### src/rtl/noc_pkg.sv
// Shared definitions for the XY mesh router: port indices, select width
// and helpers locating the destination coordinate fields inside a flit.
package noc_pkg;

  // Width of every crossbar select / port index.
  localparam int N_WIDTH = 3;

  typedef logic [N_WIDTH-1:0] port_sel_t;

  // Port indices of the five-port switch.
  localparam port_sel_t LOCAL = 3'd0;
  localparam port_sel_t WEST  = 3'd1;
  localparam port_sel_t EAST  = 3'd2;
  localparam port_sel_t NORTH = 3'd3;
  localparam port_sel_t SOUTH = 3'd4;

  // Destination X occupies the top COORD_WIDTH bits of the flit.
  function automatic int dest_x_msb(input int data_width);
    return data_width - 1;
  endfunction

  // Destination Y occupies the COORD_WIDTH bits directly below X.
  function automatic int dest_y_msb(input int data_width, input int coord_width);
    return data_width - 1 - coord_width;
  endfunction

endpackage

### src/rtl/xy_route_calc.sv
// Dimension-ordered (X first, then Y) output port selection for one head
// flit. Purely combinational; one instance per switch input.
module xy_route_calc
  import noc_pkg::*;
#(
  parameter int COORD_WIDTH = 2,
  parameter int X_COORD     = 0,
  parameter int Y_COORD     = 0
) (
  input  logic [COORD_WIDTH-1:0] i_dest_x,
  input  logic [COORD_WIDTH-1:0] i_dest_y,
  output port_sel_t              o_route
);

  localparam logic [COORD_WIDTH-1:0] LP_X = COORD_WIDTH'(X_COORD);
  localparam logic [COORD_WIDTH-1:0] LP_Y = COORD_WIDTH'(Y_COORD);

  // Resolve X fully before moving in Y; equal in both means deliver locally.
  always_comb begin
    o_route = LOCAL;
    if (i_dest_x > LP_X) begin
      o_route = EAST;
    end else if (i_dest_x < LP_X) begin
      o_route = WEST;
    end else if (i_dest_y > LP_Y) begin
      o_route = SOUTH;
    end else if (i_dest_y < LP_Y) begin
      o_route = NORTH;
    end
  end

endmodule

### src/rtl/xy_switch_ctrl.sv
// Switch controller for an XY mesh router: computes a route per input,
// grants one input per cycle round-robin, drives the crossbar selects and
// FIFO pop strobe, and keeps one valid bit per output.
//
// Output handshake: out_vld_o[o] rises on the edge ending a grant to output
// o and stays high until an edge where out_rdy_i[o] is also high, on which
// it falls. An output is only grantable while its valid bit is low, so a
// grant never depends on out_rdy_i and a clearing output is grantable only
// from the following cycle.
module xy_switch_ctrl
  import noc_pkg::*;
#(
  parameter int DATA_WIDTH  = 8,
  parameter int PORT_N      = 5,
  parameter int X_COORD     = 0,
  parameter int Y_COORD     = 0,
  parameter int COORD_WIDTH = 2
) (
  input  logic                         clk_i,
  input  logic                         rst_ni,
  input  logic [PORT_N*DATA_WIDTH-1:0] head_data_i,
  input  logic [PORT_N-1:0]            fifo_empty_i,
  input  logic [PORT_N-1:0]            out_rdy_i,
  output logic [PORT_N-1:0]            fifo_rd_o,
  output logic [N_WIDTH-1:0]           mux_in_sel_o,
  output logic [N_WIDTH-1:0]           mux_out_sel_o,
  output logic [PORT_N-1:0]            out_vld_o
);

  localparam int LP_X_MSB = dest_x_msb(DATA_WIDTH);
  localparam int LP_Y_MSB = dest_y_msb(DATA_WIDTH, COORD_WIDTH);

  // Registered state
  logic [PORT_N-1:0] r_out_vld;
  port_sel_t         r_rr_ptr;
  port_sel_t         r_mux_in_hold;
  port_sel_t         r_mux_out_hold;

  // Combinational nets
  port_sel_t         w_route [PORT_N];
  logic [PORT_N-1:0] w_elig;
  logic              w_gnt_vld;
  logic              w_gnt_act;
  port_sel_t         w_gnt_idx;
  port_sel_t         w_gnt_route;
  logic [PORT_N-1:0] w_set;
  logic [PORT_N-1:0] w_clr;
  logic              w_unused_data;

  // Only the coordinate fields steer routing; payload bits go straight to
  // the crossbar.
  assign w_unused_data = ^head_data_i;

  // Index base+offs wrapped into 0..PORT_N-1 (offs < PORT_N).
  function automatic port_sel_t wrap_idx(input port_sel_t base, input int offs);
    int s;
    s = int'(base) + offs;
    if (s >= PORT_N) s = s - PORT_N;
    return port_sel_t'(s);
  endfunction

  // One route calculator per input, fed with the head flit's coordinates.
  for (genvar p = 0; p < PORT_N; p++) begin : g_route
    xy_route_calc #(
      .COORD_WIDTH (COORD_WIDTH),
      .X_COORD     (X_COORD),
      .Y_COORD     (Y_COORD)
    ) u_route (
      .i_dest_x (head_data_i[DATA_WIDTH*p + LP_X_MSB -: COORD_WIDTH]),
      .i_dest_y (head_data_i[DATA_WIDTH*p + LP_Y_MSB -: COORD_WIDTH]),
      .o_route  (w_route[p])
    );
  end

  // An input may compete when it has a flit and its target output is idle.
  always_comb begin
    w_elig = '0;
    for (int p = 0; p < PORT_N; p++) begin
      w_elig[p] = !fifo_empty_i[p] && !r_out_vld[w_route[p]];
    end
  end

  // Round-robin search starting at the pointer; first eligible input wins.
  always_comb begin
    w_gnt_vld = 1'b0;
    w_gnt_idx = '0;
    for (int i = 0; i < PORT_N; i++) begin
      if (!w_gnt_vld && w_elig[wrap_idx(r_rr_ptr, i)]) begin
        w_gnt_vld = 1'b1;
        w_gnt_idx = wrap_idx(r_rr_ptr, i);
      end
    end
  end

  // No grant is acted on while reset is held, so no flit is popped.
  assign w_gnt_act   = w_gnt_vld && rst_ni;
  assign w_gnt_route = w_route[w_gnt_idx];

  // Selects follow the live grant, otherwise show the last granted pair.
  assign mux_in_sel_o  = w_gnt_act ? w_gnt_idx   : r_mux_in_hold;
  assign mux_out_sel_o = w_gnt_act ? w_gnt_route : r_mux_out_hold;

  // One-hot pop strobe and valid-set vector decoded from the grant.
  always_comb begin
    fifo_rd_o = '0;
    w_set     = '0;
    for (int p = 0; p < PORT_N; p++) begin
      fifo_rd_o[p] = w_gnt_act && (w_gnt_idx == port_sel_t'(p));
      w_set[p]     = w_gnt_act && (w_gnt_route == port_sel_t'(p));
    end
  end

  assign w_clr = r_out_vld & out_rdy_i;

  // Per-output valid: set by a grant, cleared by downstream acceptance.
  // Set and clear never meet on one bit because a busy output is ineligible.
  always_ff @(posedge clk_i or negedge rst_ni) begin
    if (!rst_ni) begin
      r_out_vld <= '0;
    end else begin
      r_out_vld <= (r_out_vld & ~w_clr) | w_set;
    end
  end

  // Pointer advances past the winner; selects remember the last grant.
  always_ff @(posedge clk_i or negedge rst_ni) begin
    if (!rst_ni) begin
      r_rr_ptr       <= '0;
      r_mux_in_hold  <= '0;
      r_mux_out_hold <= '0;
    end else if (w_gnt_act) begin
      r_rr_ptr       <= wrap_idx(w_gnt_idx, 1);
      r_mux_in_hold  <= w_gnt_idx;
      r_mux_out_hold <= w_gnt_route;
    end
  end

  assign out_vld_o = r_out_vld;

endmodule

### config.mk
export PLATFORM = sky130hd
export DESIGN_NAME = xy_switch_ctrl
export DESIGN_NICKNAME = d
export VERILOG_FILES = /design/src/rtl/noc_pkg.sv /design/src/rtl/xy_route_calc.sv /design/src/rtl/xy_switch_ctrl.sv
export SDC_FILE = /design/constraint.sdc
export NUM_CORES = 1
export LEC_CHECK = 0
export CAP_MARGIN = 30
export CORE_MARGIN = 5
export CORE_UTILIZATION = 50
export DETAILED_ROUTE_END_ITERATION = 10
export PLACE_DENSITY = 0.85
export SYNTH_ARGS = -nofsm -noshare
export SYNTH_HDL_FRONTEND = slang
export SYNTH_SLANG_ARGS = --single-unit
### constraint.sdc
create_clock -name clk_i -period 10.25 [get_ports clk_i]
set_input_delay 1.025 -clock clk_i [delete_from_list [all_inputs] [get_ports clk_i]]
set_output_delay 1.025 -clock clk_i [all_outputs]
set_load 0.1 [all_outputs]
# [Word level (Yosys, flattened, before mapping)]
# Cells that the tools add are included.
[op_classes] addsub=11 reduce_logical=36 order_cmp=37 n_bitwise=5 n_eq_ne=8 mux=61
[ops] op="2-to-1 mux 3 bit" count=30
[ops] op="less-than comparator 3 x 4 -> 1 bit (second input constant)" count=10
[ops] op="binary-select mux 1 bit (select 3 bit)" count=10
[ops] op=">= comparator 4 x 3 -> 1 bit (second input constant)" count=5
[ops] op="greater-than comparator 2 x 1 -> 1 bit (second input constant)" count=10
[ops] op="logical AND 1 bit" count=20
[ops] op="less-than comparator 2 x 1 -> 1 bit (second input constant)" count=10
[ops] op="subtractor 3 bit (second input constant)" count=6
[ops] op="2-to-1 mux 1 bit" count=15
[ops] op="zero test 1 bit" count=14
[ops] op="== test 3 x 2 -> 1 bit (second input constant)" count=4
[ops] op="AND 5 bit" count=2
[ops] op="2-to-1 mux 2 bit" count=5
[ops] op="binary-select mux 3 bit (select 3 bit)" count=1
[ops] op="adder 3 x 1 -> 4 bit (second input constant)" count=2
[ops] op="adder 3 x 2 -> 4 bit (second input constant)" count=2
[ops] op="== test 3 x 1 -> 1 bit (second input constant)" count=2
[ops] op="== test 3 bit (second input constant)" count=2
[ops] op="zero test 3 bit" count=2
[ops] op="NOT 5 bit" count=1
[ops] op="OR 5 bit" count=1
[ops] op="adder 3 x 3 -> 4 bit (second input constant)" count=1
[ops] op=">= comparator 4 bit (second input constant)" count=1
[ops] op="NOT 3 -> 4 bit" count=1
[ops] op=">= comparator 3 bit (second input constant)" count=1
[totals] reg_bits=14 word_cells=162 input_bits=52 out_inout_bits=16

# [Longest topological paths before layout]
# Gate-level depths: netlist of run 1.
[logic_depth] word_depth=31 ltp_mapped=16 mapped_depth_nobuf=15

# [Hierarchy]
# A second synthesis of run 1 with hierarchy kept.
[hier_totals] hier_cells=286 area_unflattened_um2=2469.9
[by_module_without_submodules] mod="xy_switch_ctrl" instances=1 area_each_um2=2319.7 cells_each=261 seq_area_each_um2=350.3
[by_module_without_submodules] mod="xy_route_calc" instances=5 area_each_um2=30.0 cells_each=5 seq_area_each_um2=0.0

# [Worst setup path after synthesis of run 1]
# Ideal clock, no wire load.
[synth_timing] kind="input to output" start="input head_data_i[29]" end="output mux_out_sel_o[1]" path_slack_ns=3.022 arrival_time_ns=6.203 stages=12 required_ns=9.225 n_path_buf=1 cell_sequence="or3b_1 > a31oi_1 > or2_1 > buf_6 > o22ai_4 > a2111o_1 > nor3_1 > a211oi_1 > a211oi_4 > mux2_1 > a221o_1 > o21ai_0"
[synth_between] elab_chain_len=29 word_cells_on_any_way=44 classes_between="order compare (2); mux (30); bitwise (1); reduce/logical (11)"
[synth_lines] element="start, declared" line="xy_switch_ctrl.sv:21" rtl="input logic [PORT_N*DATA_WIDTH-1:0] head_data_i,"
[synth_lines] element="less-than comparator 2 x 1 -> 1 bit" line="xy_route_calc.sv:27" rtl="end else if (i_dest_y < LP_Y) begin"
[synth_lines] element="2-to-1 mux 2 bit" line="xy_route_calc.sv:27"
[synth_lines] element="2-to-1 mux 3 bit (*)" line="xy_route_calc.sv:25" rtl="end else if (i_dest_y > LP_Y) begin"
[synth_lines] element="2-to-1 mux 3 bit (*)" line="xy_route_calc.sv:23" rtl="end else if (i_dest_x < LP_X) begin"
[synth_lines] element="2-to-1 mux 3 bit (*)" line="xy_route_calc.sv:21" rtl="if (i_dest_x > LP_X) begin"
[synth_lines] element="binary-select mux 1 bit (select 3 bit)" line="xy_switch_ctrl.sv:79" rtl="w_elig[p] = !fifo_empty_i[p] && !r_out_vld[w_route[p]];"
[synth_lines] element="2-to-1 mux 1 bit (implied by the code)" line="xy_switch_ctrl.sv:79"
[synth_lines] element="zero test 1 bit" line="xy_switch_ctrl.sv:79"
[synth_lines] element="[... 12 more ...]"
[synth_lines] element="2-to-1 mux 1 bit" line="xy_switch_ctrl.sv:88" rtl="if (!w_gnt_vld && w_elig[wrap_idx(r_rr_ptr, i)]) begin"
[synth_lines] element="zero test 1 bit" line="xy_switch_ctrl.sv:88"
[synth_lines] element="logical AND 1 bit" line="xy_switch_ctrl.sv:88"
[synth_lines] element="2-to-1 mux 3 bit" line="xy_switch_ctrl.sv:88"
[synth_lines] element="NOT 3 -> 4 bit (implied by the code)" line="xy_switch_ctrl.sv:97" rtl="assign w_gnt_route = w_route[w_gnt_idx];"
[synth_lines] element="binary-select mux 3 bit (select 3 bit)" line="xy_switch_ctrl.sv:97"
[synth_lines] element="2-to-1 mux 3 bit (implied by the code) (2 in series)" line="xy_switch_ctrl.sv:97"
[synth_lines] element="2-to-1 mux 3 bit (*)"
[synth_lines] element="end, declared" line="xy_switch_ctrl.sv:26" rtl="output logic [N_WIDTH-1:0] mux_out_sel_o,"
# Every way passes the cells marked *; elsewhere a longest branch is shown, timed or not. The select of a mux whose other input is x is not followed.

# [Final worst setup path of run 1]
[layout_timing] start="input head_data_i[13]" end="output mux_out_sel_o[1]"
# The elaborated chain is that of the path after synthesis.

==> results of run 1 <==
-- flip-flops by register name, summed over array words and instances (netlist names) --
register	flops
r_rr_ptr	3
r_mux_in_hold	3
out_vld_o	5
r_mux_out_hold	3
-- logic make-up (layout without fill, tap and decap cells) --
family / count (synthesis) / count (layout) / synth area share [%]
DFF: 14 / 14 / 17.7
and+or+nand+nor: 98 / 98 / 27.4
xor gates and xnor gates: 4 / 4 / 1.77
muxes: 17 / 17 / 9.73
adders and majority gates: 15 / 15 / 9.86
buffers and inverters: 23 / 66 / 5.18
AOI/OAI and AO/OA: 76 / 76 / 28.4
-- critical path: stages --
cell and delay [ns]:
clkdlybuf4s50_1 0.43, or3b_1 0.37, a32oi_1 0.55, nor2_1 0.12
o21ai_0 0.41, nand3_1 0.24, nor3_1 0.46, a211oi_1 0.20
a211oi_4 0.44, mux2_1 0.39, a221o_1 0.40, o21ai_0 0.22
clkdlybuf4s50_1 1.19
-- stage by stage --
stage,hold slack [ns],setup slack (ns),instance area (um^2),instances,utilization [%]
final,0.477,2.78,2520,338,67.3
after global routing,0.527,2.42,2520,338,67.3
after CTS,0.481,2.79,2520,338,67.3
after detailed placement,0.469,2.81,2460,334,65.8
after global placement,0.465,2.90,2460,334,65.8
after floorplan,0.729,3.02,1980,247,-
-- area by class of cell --
class	count	area share (%)
Clock buffer	4	2.19
Inverter	15	2.24
Multi-Input combinational cell	210	60.6
Sequential cell	14	13.9
Tap cell	48	2.38
Timing Repair Buffer	47	18.7
-- synth_stat cells (5+ instances only) --
| library cell | instances | area share, % |
|---|---|---|
| o21ai_0 | 20 | 5.1 |
| nor2_1 | 19 | 3.6 |
| nand2_1 | 17 | 3.2 |
| inv_1 | 15 | 2.8 |
| dfrtp_1 | 14 | 18 |
| ha_1 | 14 | 8.8 |
| nor3_1 | 12 | 3.0 |
| mux2i_1 | 11 | 5.6 |
| o22ai_1 | 7 | 2.2 |
| a21oi_1 | 6 | 1.5 |
| nor2b_1 | 6 | 1.9 |
| a211oi_1 | 5 | 1.9 |
| and2_1 | 5 | 1.6 |
-- per-layer routing --
| layer | vias to the layer above | global-route usage (%) | share of wire (%) | wire [um] |
|---|---|---|---|---|
| met1 | 952 | 28.3 | 45 | 2450 |
| met2 | 57 | 36.0 | 48 | 2640 |
| li1 | 1016 | - | - | - |
| met5 | - | 0 | 0 | 0 |
| met3 | 8 | 2.62 | 4.7 | 255 |
| met4 | 0 | 7.99 | 1.9 | 102 |
-- cells in the final DEF (no fill, tap or decap), types with 7 or more instances in the layout --
master and n:
inv_1 15, mux2i_1 11, dfrtp_1 14, o21ai_0 20, clkdlybuf4s50_1 47, nor3_1 12
nand2_1 17, ha_1 14, nor2_1 19, o22ai_1 7
-- worst min-delay path by stage --
| stage | from | end | slack (ns) |
|---|---|---|---|
| after global routing | r_mux_out_hold[0] | r_mux_out_hold[0] | 0.53 |
| after global placement | r_mux_out_hold[0] | r_mux_out_hold[0] | 0.46 |
| after detailed placement | r_mux_out_hold[0] | r_mux_out_hold[0] | 0.47 |
| final | r_mux_out_hold[0] | r_mux_out_hold[0] | 0.48 |
| after CTS | r_mux_out_hold[0] | r_mux_out_hold[0] | 0.48 |
| after floorplan | rst_ni | out_vld_o[0] | 0.73 |
==> flow_summary.json, run 1 <==
{
  "setup_violations": 0,
  "drive_gt1_share_pct": 7.93,
  "setup.worst_path.start": "head_data_i[13]",
  "required_ns": 9.23,
  "cts-htree-levels": 1,
  "slew-limit-headroom_pct": 33.8,
  "finalCritPeriodShare_pct": 72.8,
  "die_w_um": 72.9,
  "worst_pin_slew_ns": 0.989,
  "seq_area_frac_synth_pct": 17.7,
  "rows": 22,
  "crit_end": "mux_out_sel_o[1]",
  "critPathArrivalTime_ns": 6.44,
  "via_per_inst": 6.01,
  "via_count": 2033,
  "die_y_um": 72.9,
  "period_minus_slack_ns": 7.47,
  "holdBufCountCts": 0,
  "grt-ovfl-total": 0,
  "diodes": 0,
  "post-cts-setup-buffers": 0,
  "rsz0062_at_grt": "false",
  "status": "finished, final reports clean",
  "multi_input_area_um2": 1530,
  "initial_core_util_pct": 52.9,
  "dieArea_um2": 5320,
  "hpwlAfterDp_um": 4330,
  "holdPathStages": 1,
  "cts_root_buffer": "clkbuf_8",
  "crit_path_start_kind": "primary input",
  "portBuffers": 47,
  "drtAntennaViolNets": 0,
  "rr_startpoint": "r_rr_ptr[0]",
  "nNetsFinal": 358,
  "syn2layout_area_growth_pct": 27.2,
  "post_cts_resized": 0,
  "fill_cells": 335,
  "antenna_found_initial": 0,
  "cts_made_buffers": 3,
  "clk_latency_ns": 0.25,
  "wl_per_cell_um": 16.1,
  "critPathMaxFanout": 7,
  "io_pins": 68,
  "slew_violations": 0,
  "setup_tns_ns": 0,
  "fin_skew_ns": 0.00433,
  "cts.clk_slew.worst_paths_ns": 0.05,
  "cts.sinks": 14,
  "synthFlopType": "dfrtp_1",
  "grt_pass1_wl_um": 9140,
  "rrSetupSlack_ns": 5.24,
  "ctsLongestPathBuffers": 2,
  "route.detailed.drc": 0,
  "syn_inst": 247,
  "grt_pass1_vias": 1985,
  "fmax_ghz": 0.134,
  "syn_avg_cell_area_um2": 8.01,
  "core_um2": 3740,
  "yosys_register_bits": 14,
  "max_cap_violations": 0,
  "hp-class": "reg -> reg",
  "synth_edf_count": 0,
  "synth_nets": 314,
  "yosys.cell_types.count": 63,
  "worstSetupPathType": "in -> out",
  "gp_congestion": 0.863,
  "reg2reg_depth": 13,
  "async_flop_share_pct": 100,
  "firstDrtPassIters": 4,
  "regArea_um2": 350,
  "grt_usage_pct": 21.5,
  "synthesis.area_um2": 1980,
  "rr_endpoint": "out_vld_o[0]",
  "yosys_warnings": 0,
  "end_kind": "primary output",
  "totalWireLength_um": 5450,
  "cts_tree": "done",
  "initialDrtViolationCount": 129,
  "grt_max_degree": 19,
  "final_hold_viol_count": 0
}
Power of run 1 is left out: the tool's default activity adds up to more than one toggle a clock period on the data nets, which glitch-free logic cannot reach.
==> run 2, diff against run 1 <==
Settings changed: CORE_UTILIZATION 50 to 42, PLACE_DENSITY 0.85 to 0.76.
Clock period 10.25 ns to 6.07 ns, I/O delays scaled along.
==> flow_summary.json, run 2 (synthesis results as in run 1) <==
{
  "cts-htree-levels": 1,
  "critical-path-max-stage-delay_ns": 0.68,
  "route.detailed.drc": 0,
  "placed_area_um2": 2470,
  "antenna_found_initial": 0,
  "rr_endpoint": "r_mux_out_hold[1]",
  "cts_root_buffer": "clkbuf_8",
  "fin_skew_ns": 0.000822,
  "reg2reg_depth": 13,
  "post-cts-setup-buffers": 0,
  "dp.cells": 342,
  "setup_tns_ns": 0,
  "worstSetupPathType": "reg -> out",
  "slew-limit-headroom_pct": 35.3,
  "holdPathStages": 1,
  "diodes": 0,
  "nNetsFinal": 360,
  "holdPathEnd": "r_mux_out_hold[0]",
  "gp_congestion": 0.929,
  "hold_path_startpoint": "r_mux_out_hold[0]",
  "die_w_um": 78.7,
  "worst_pin_slew_ns": 0.967,
  "initialDrtViolationCount": 260,
  "drive_gt1_share_pct": 13.4,
  "slowest_stage": "or4b_2",
  "clk_latency_ns": 0.25,
  "max_cap_violations": 0,
  "mostFrequentLayoutCell": "clkdlybuf4s50_1",
  "finish.instance_area_um2": 2540,
  "critPathMaxFanout": 8,
  "cts_made_buffers": 3,
  "critPathTopFamily": "compound AO/OA/AOI/OAI gates",
  "initial_core_util_pct": 42.5,
  "via_count": 2065,
  "highest_layer": "met4",
  "wl_met2_um": 2580,
  "fmax_ghz": 0.175,
  "critPathBufInv": 2,
  "status": "finished, final reports clean",
  "core_um2": 4660,
  "grt_usage_pct": 17.7,
  "drtAntennaViolNets": 0,
  "crit_chain": "inv_1, ha_1, a221oi_2, mux2i_1, nor2_1, o21a_1, or4b_2, mux2i_1, a211oi_1, a211oi_4, mux2_1, a221o_1, o21ai_1, buf_12",
  "grt_max_degree": 18,
  "wl_met3_um": 279,
  "cts.clk_slew.worst_paths_ns": 0.05,
  "cp_common_cell": "mux2i_1",
  "worst_slack_ns": 0.367,
  "largest_register_ffs": 5,
  "syn2layout_area_growth_pct": 28.3,
  "cts_tree": "done",
  "place_ws_ns": 0.412,
  "slew_violations": 0,
  "ctsLongestPathBuffers": 2,
  "crit_path_start_kind": "flip-flop",
  "period_minus_slack_ns": 5.70,
  "rr_startpoint": "r_rr_ptr[1]",
  "rrSetupSlack_ns": 1.32,
  "hp-class": "reg -> reg",
  "grt_pass1_vias": 1999,
  "finalCritPeriodShare_pct": 94.0,
  "via_per_inst": 5.97,
  "end_kind": "primary output",
  "hpwlAfterDp_um": 4310,
  "wl_per_cell_um": 15.6,
  "die_y_um": 78.7,
  "rows": 25,
  "setup_violations": 0,
  "portBuffers": 47,
  "dieArea_um2": 6190,
  "io_pins": 68,
  "final_cell_mix": "clkdlybuf4s50_1 (36), nor2_1 (19), nand2_1 (17)",
  "totalWireLength_um": 5410,
  "cts.sinks": 14,
  "required_ns": 5.46,
  "grt-ovfl-total": 0,
  "critPathArrivalTime_ns": 5.10,
  "final_hold_viol_count": 0,
  "rsz0062_at_grt": "false",
  "firstDrtPassIters": 5,
  "final_cells": 346,
  "m1WireLength_um": 2470,
  "grt_pass1_wl_um": 9070
}
-- run 2: metrics by stage --
step	hold WS [ns]	utilization, %
final	0.488	54.5
after CTS	0.493	54.2
after global placement	0.468	53.0
after detailed placement	0.472	53.0
after floorplan	0.311	-
after global routing	0.527	54.5
-- run 2: what timing repair did --
item,CTS,global route
gates resized for setup,0,3
endpoints found under the hold margin,0,0
hold buffers,0,0
setup endpoints to repair,0,2
-- run 2: how the worst max path moves through the flow --
stage               startpoint          endpoint  slack, ns  depth (start not counted)
2_1_floorplan     out_vld_o[0]  mux_out_sel_o[1]       0.06                         12
3_3_place_gp   head_data_i[13]  mux_out_sel_o[1]       0.44                         13
3_5_place_dp   head_data_i[13]  mux_out_sel_o[1]       0.41                         13
4_1_cts            r_rr_ptr[1]  mux_out_sel_o[1]       0.15                         14
5_1_grt            r_rr_ptr[0]  mux_out_sel_o[1]       0.12                         16
6_report           r_rr_ptr[1]  mux_out_sel_o[1]       0.37                         14
-- run 2: layer usage --
layer / GRT usage [%] / vias up
li1: - / 1016
met1: 23.7 / 975
met2: 28.9 / 67
met3: 2.64 / 7
met4: 6.29 / 0
met5: 0 / -
-- run 2: worst register-to-register path, stage by stage, from the launching register on --
cell and delay [ns]:
dfrtp_2 0.47, inv_1 0.20, ha_1 0.32, a221oi_2 0.41, mux2i_1 0.36, nor2_1 0.11
o21a_1 0.25, or4b_2 0.68, mux2i_1 0.24, a211oi_1 0.13, a211oi_4 0.40, mux2_1 0.37
a221o_1 0.41, o21ai_1 0.28
-- run 2: layout make-up --
class / instances / area, um^2
Sequential cell: 14 / 352
Timing Repair Buffer: 49 / 470
Inverter: 15 / 56.3
Clock buffer: 4 / 55.1
Fill cell: 444 / 2120
Tap cell: 54 / 67.6
Multi-Input combinational cell: 210 / 1540
Power of run 2 is left out for the same reason.
==> RTL change 1: new RTL, config.mk and constraints of run 2 <==
`COORD_WIDTH` is set to 2 in 2 places; all go to 3.
--- a/src/rtl/xy_route_calc.sv
+++ b/src/rtl/xy_route_calc.sv
@@ -5,3 +5,3 @@
 #(
-  parameter int COORD_WIDTH = 2,
+  parameter int COORD_WIDTH = 3,
   parameter int X_COORD     = 0,
--- a/src/rtl/xy_switch_ctrl.sv
+++ b/src/rtl/xy_switch_ctrl.sv
@@ -16,3 +16,3 @@
   parameter int Y_COORD     = 0,
-  parameter int COORD_WIDTH = 2
+  parameter int COORD_WIDTH = 3
 ) (
Check against the original RTL: not equivalent (a bounded check fails within 4 cycles, from zero or initial values and one cycle with rst_ni low).
==> RTL change 1 against run 2 <==
Worst setup slack improved by 0.17 ns. Sequential cell count unchanged. Die area rose by 5.7%. Clock skew rose by 0.0011 ns. Final area grew 10%. Area after synthesis grew 6.5%. Worst hold slack improved by 0.0026 ns. Sequential share of layout area is 1.3 points lower. Wire length increased by 5.9%. Count of clock-buffer cells in the layout stayed put. Critical path type unchanged. Largest cell class unchanged.
Power is not shown: default switching activity piles up to over one toggle a cycle in this logic, so the estimate is an artifact.
==> RTL change 1: results (changes against run 2) <==
[metrics] total of cells resized after clock tree synthesis: 0 (unchanged)
[metrics] vias in the first global route: 2101 (+5.1%)
[metrics] DRT Wirelength: 5.726 mm (+5.9%)
[metrics] weighted congestion reported at the end of routability-driven placement: 0.9169 (-1.3%)
[metrics] largest cells by area after synthesis: sky130_fd_sc_hd__dfrtp_1, sky130_fd_sc_hd__ha_1, sky130_fd_sc_hd__nor2_1, sky130_fd_sc_hd__mux2i_1, sky130_fd_sc_hd__nand2_1
[metrics] detailed-router iteration count before antenna repair: 4 (-1)
[metrics] Final HPWL DP: 4.740 mm (+10%)
[metrics] largest incremental delay on the critical path: 0.56 ns (-0.12 ns)
[metrics] run status: finished clean
[metrics] first-pass GRT wire length: 9.459 mm (+4.3%)
[metrics] layout filler cell count: 440 (-0.90%)
[metrics] violation count after the first detailed-route iteration: 123 (-53%)
[metrics] maximum number of pins on one net before global-route repair: 22 (+4)
[metrics] count of port buffers added during placement: 57 (+21%)
[metrics] setup skew after layout: 0.001955 ns (+0.001133 ns)
[metrics] most numerous cell types in the synthesized netlist: sky130_fd_sc_hd__nor2_1, sky130_fd_sc_hd__nand2_1, sky130_fd_sc_hd__dfrtp_1, sky130_fd_sc_hd__ha_1, sky130_fd_sc_hd__inv_1
[metrics] Hold Path Class: flip-flop to flip-flop
[metrics] buffers inserted by post-CTS timing repair: 0 (unchanged)
[metrics] clock latency at the later pin of the worst-skew pair: 0.25 ns (about the same)
[metrics] FF-to-FF path depth: 14 (+1)
[metrics] sequential cell area fraction in the yosys report: 0.1662 (-0.01082)
[metrics] Async SR Flop Fraction: 1.000 (unchanged)
[metrics] Vias: 2148 (+4.0%)
[metrics] yosys synthesis warning count: 0 (unchanged)
[metrics] Net Count, Synth: 315 (+0.32%)
[metrics] worst-path maximum fanout: 10 (+2)
[metrics] # nets final: 372 (+3.3%)
[metrics] critical-path cell with the highest stage delay: sky130_fd_sc_hd__dfrtp_1
[metrics] distinct cell type count of the synthesized netlist: 73 (+16%)
[metrics] number of cells on the worst hold path: 1 (unchanged)
[metrics] Worst-Margin Slew: 0.9802 ns (+0.01309 ns)
[metrics] share of final-layout standard cells stronger than drive strength 1: 0.1579 (+0.02433)
[metrics] global-route usage over all layers: 0.1779 (+0.0005657)
## RTL change 1: logic make-up (layout without fill, tap and decap cells)
kind of cell,after synthesis,in the layout,share of synthesized area
muxes,10,10,0.05104
xor gates and xnor gates,3,3,0.01603
and+or+nand+nor,105,105,0.2754
adders and majority gates,15,15,0.09258
DFF,14,14,0.1662
buffers and inverters,19,75,0.04036
AOI/OAI and AO/OA,82,82,0.3585
## RTL change 1: final cells by class
type / instances / area [um^2] / share of cell area
Tap cell: 67 / 83.83 / 0.02992
Clock buffer: 4 / 55.05 / 0.01965
Sequential cell: 14 / 350.3 / 0.1251
Inverter: 11 / 41.29 / 0.01474
Multi-Input combinational cell: 215 / 1680 / 0.5998
Timing Repair Buffer: 60 / 590.6 / 0.2108
## RTL change 1: per-stage QoR
stage	std cells	setup WS (ns)	util	instance area (um^2)
after CTS	371	0.5530	0.5854	2801
after floorplan	248	0.09802	-	2116
final	371	0.5323	0.5854	2801
after global routing	371	0.1906	0.5854	2801
after detailed placement	367	0.8316	0.5739	2746
after global placement	367	0.8941	0.5739	2746
## RTL change 1: path summary, 6_finish.rpt
check	slack [ns]	endpoint	start
min in group asynchronous	0.77	r_mux_out_hold[2]	rst_ni
min	0.49	r_mux_in_hold[1]	r_mux_in_hold[1]
max reg2reg	1.47	r_mux_out_hold[1]	r_rr_ptr[1]
max in group asynchronous	4.87	out_vld_o[0]	rst_ni
min reg2reg	0.49	r_mux_in_hold[1]	r_mux_in_hold[1]
max	0.53	mux_out_sel_o[1]	r_rr_ptr[1]
## RTL change 1: metal layers
metal | up-vias | share of wire | global-route usage
li1 | 1082 | - | -
met1 | 1002 | 0.44 | 0.2228
met2 | 53 | 0.51 | 0.3120
met3 | 11 | 0.039 | 0.02550
met4 | 0 | 0.014 | 0.05743
met5 | - | 0 | 0
==> RTL change 2: new RTL, flow settings as in run 2 <==
Made on the original files. Reset style: synchronous (`rst_ni`), changed in 2 clocked blocks.
--- a/src/rtl/xy_switch_ctrl.sv
+++ b/src/rtl/xy_switch_ctrl.sv
@@ -116,3 +116,3 @@
   // Set and clear never meet on one bit because a busy output is ineligible.
-  always_ff @(posedge clk_i or negedge rst_ni) begin
+  always_ff @(posedge clk_i) begin
     if (!rst_ni) begin
@@ -125,3 +125,3 @@
   // Pointer advances past the winner; selects remember the last grant.
-  always_ff @(posedge clk_i or negedge rst_ni) begin
+  always_ff @(posedge clk_i) begin
     if (!rst_ni) begin
Behaviour: differs if rst_ni is asserted again (counterexample within 4 cycles, from zero or initial values and one cycle with rst_ni low); with rst_ni held inactive, the same outputs for 4 cycles.
==> RTL change 2 against run 2 <==
Worst setup slack improved by 0.34 ns. First-iteration DRC count decreased by 40%. Area after synthesis is 3.2% higher. Final area rose by 1.7%. Fmax up 6.4%. Sequential cell count unchanged. Largest cell class unchanged. Die area increased by 2.8%. Via count increased by 5.0%. Wire length increased by 9.9%. Critical path depth rose by 1.
Power is left out: the tool's default activity adds up to more than one toggle a clock period on the data nets, which glitch-free logic cannot reach.
==> RTL change 2: results (changes against run 2) <==
[metrics] share of final-layout standard cells stronger than drive strength 1: 0.1242 (-0.009358)
[metrics] Async SR Flop Fraction: 0 (-1.000)
[metrics] clock buffer depth: 2 (unchanged)
[metrics] clock-pin slew on the worst setup and hold paths: 0.05 ns (about the same)
[metrics] pre-CTS worst setup slack: 1.039 ns (+0.6270 ns)
[metrics] total of cells resized after clock tree synthesis: 0 (unchanged)
[metrics] minimum clock period after layout: 5.361 ns (-0.3426 ns)
[metrics] setup skew after layout: 0.002735 ns (+0.001913 ns)
[metrics] # nets final: 383 (+6.4%)
[metrics] weighted congestion reported at the end of routability-driven placement: 0.9039 (-2.7%)
[metrics] Rel. slew slack: 0.3509 (-0.002386)
[metrics] number of buffers created by CTS: 3 (unchanged)
[metrics] critical-path cell with the highest stage delay: sky130_fd_sc_hd__a211oi_1
[metrics] Avg Vias per Cell: 5.693 (-4.6%)
[metrics] wire length the detailed router placed on met1: 2.623 mm (+6.2%)
[metrics] gate count after technology mapping: 271 (+9.7%)
[metrics] cell area after placement: 2540 um^2 (+2.8%)
[metrics] antenna violations before repair: 0 (unchanged)
[metrics] most numerous cell types in the synthesized netlist: sky130_fd_sc_hd__nor2_1, sky130_fd_sc_hd__nand2_1, sky130_fd_sc_hd__o21ai_0
[metrics] Net Count, Synth: 338 (+7.6%)
[metrics] Final HPWL DP: 4.752 mm (+10%)
[metrics] routing usage on met3: 0.02483 (-0.001545)
[metrics] detail-routed net length per standard cell: 15.59 um (-0.23%)
[metrics] startpoint of the tightest hold check path: out_vld_o[3]
[metrics] data arrival time of the critical path: 4.75 ns (-0.35 ns)
[metrics] run status: finished clean
[metrics] worst-path maximum fanout: 12 (+4)
[metrics] count of port buffers added during placement: 47 (unchanged)
[metrics] detailed-router iteration count before antenna repair: 4 (-1)
[metrics] distinct cell type count of the synthesized netlist: 64 (+1.6%)
[metrics] Vias: 2169 (+5.0%)
[metrics] met1 usage: 0.2589 (+0.02165)
[metrics] maximum number of pins on one net before global-route repair: 24 (+6)
[metrics] vias in the first global route: 2000 (+0.050%)
[metrics] Synth Flop Type: sky130_fd_sc_hd__dfxtp_1
[metrics] largest cells by area after synthesis: sky130_fd_sc_hd__dfxtp_1, sky130_fd_sc_hd__ha_1, sky130_fd_sc_hd__o21ai_0, sky130_fd_sc_hd__nor2_1, sky130_fd_sc_hd__a21oi_1
[metrics] DRC violation count after routing: 0 (unchanged)
[metrics] global-route usage over all layers: 0.1845 (+0.007109)
[metrics] Root Driver: sky130_fd_sc_hd__clkbuf_8
[metrics] largest incremental delay on the critical path: 0.54 ns (-0.14 ns)
[metrics] first-pass GRT wire length: 9.584 mm (+5.7%)
[metrics] violation count after the first detailed-route iteration: 155 (-40%)
[metrics] yosys synthesis warning count: 0 (unchanged)
[metrics] Global Route met2 Usage: 0.3005 (+0.01188)
[metrics] number of antenna cells inserted: 0 (unchanged)
[metrics] wire length on met3: 434 um (+56%)
[metrics] sequential cell area fraction in the yosys report: 0.1372 (-0.03982)
[metrics] FF-to-FF Start: r_rr_ptr[1]
[metrics] met2 layer wire length in the routed design: 2.811 mm (+8.9%)
RTL change 2: logic make-up (layout without fill, tap and decap cells):
family                   after synthesis  in the layout  synth area share
multiplexers                           9              9           0.05083
AO/OA/AOI/OAI                         91             91            0.3380
buffers and inverters                 20             63           0.04225
AND/OR/NAND/NOR                      118            118            0.3191
adder cells (fa/ha/maj)               15             15           0.09553
XOR/XNOR                               4              4           0.01714
flip-flops                            14             14            0.1372
RTL change 2: cell type report:
| type | instances | area (um^2) |
|---|---|---|
| inverters | 11 | 41.29 |
| repair buffers | 49 | 457.9 |
| clock buffers | 3 | 41.29 |
| flip-flops and latches | 14 | 280.3 |
| multi-input cells | 237 | 1677 |
| well taps | 67 | 83.83 |
| fillers | 450 | 2142 |
RTL change 2: path summary, 6_finish.rpt:
check                                         to  slack [ns]  cells after the start
worst max-delay path            mux_out_sel_o[2]        0.71                     15
worst min-delay path                out_vld_o[3]        0.44                      2
worst max register to register      out_vld_o[0]        1.65                     14
worst min register to register      out_vld_o[3]        0.44                      2
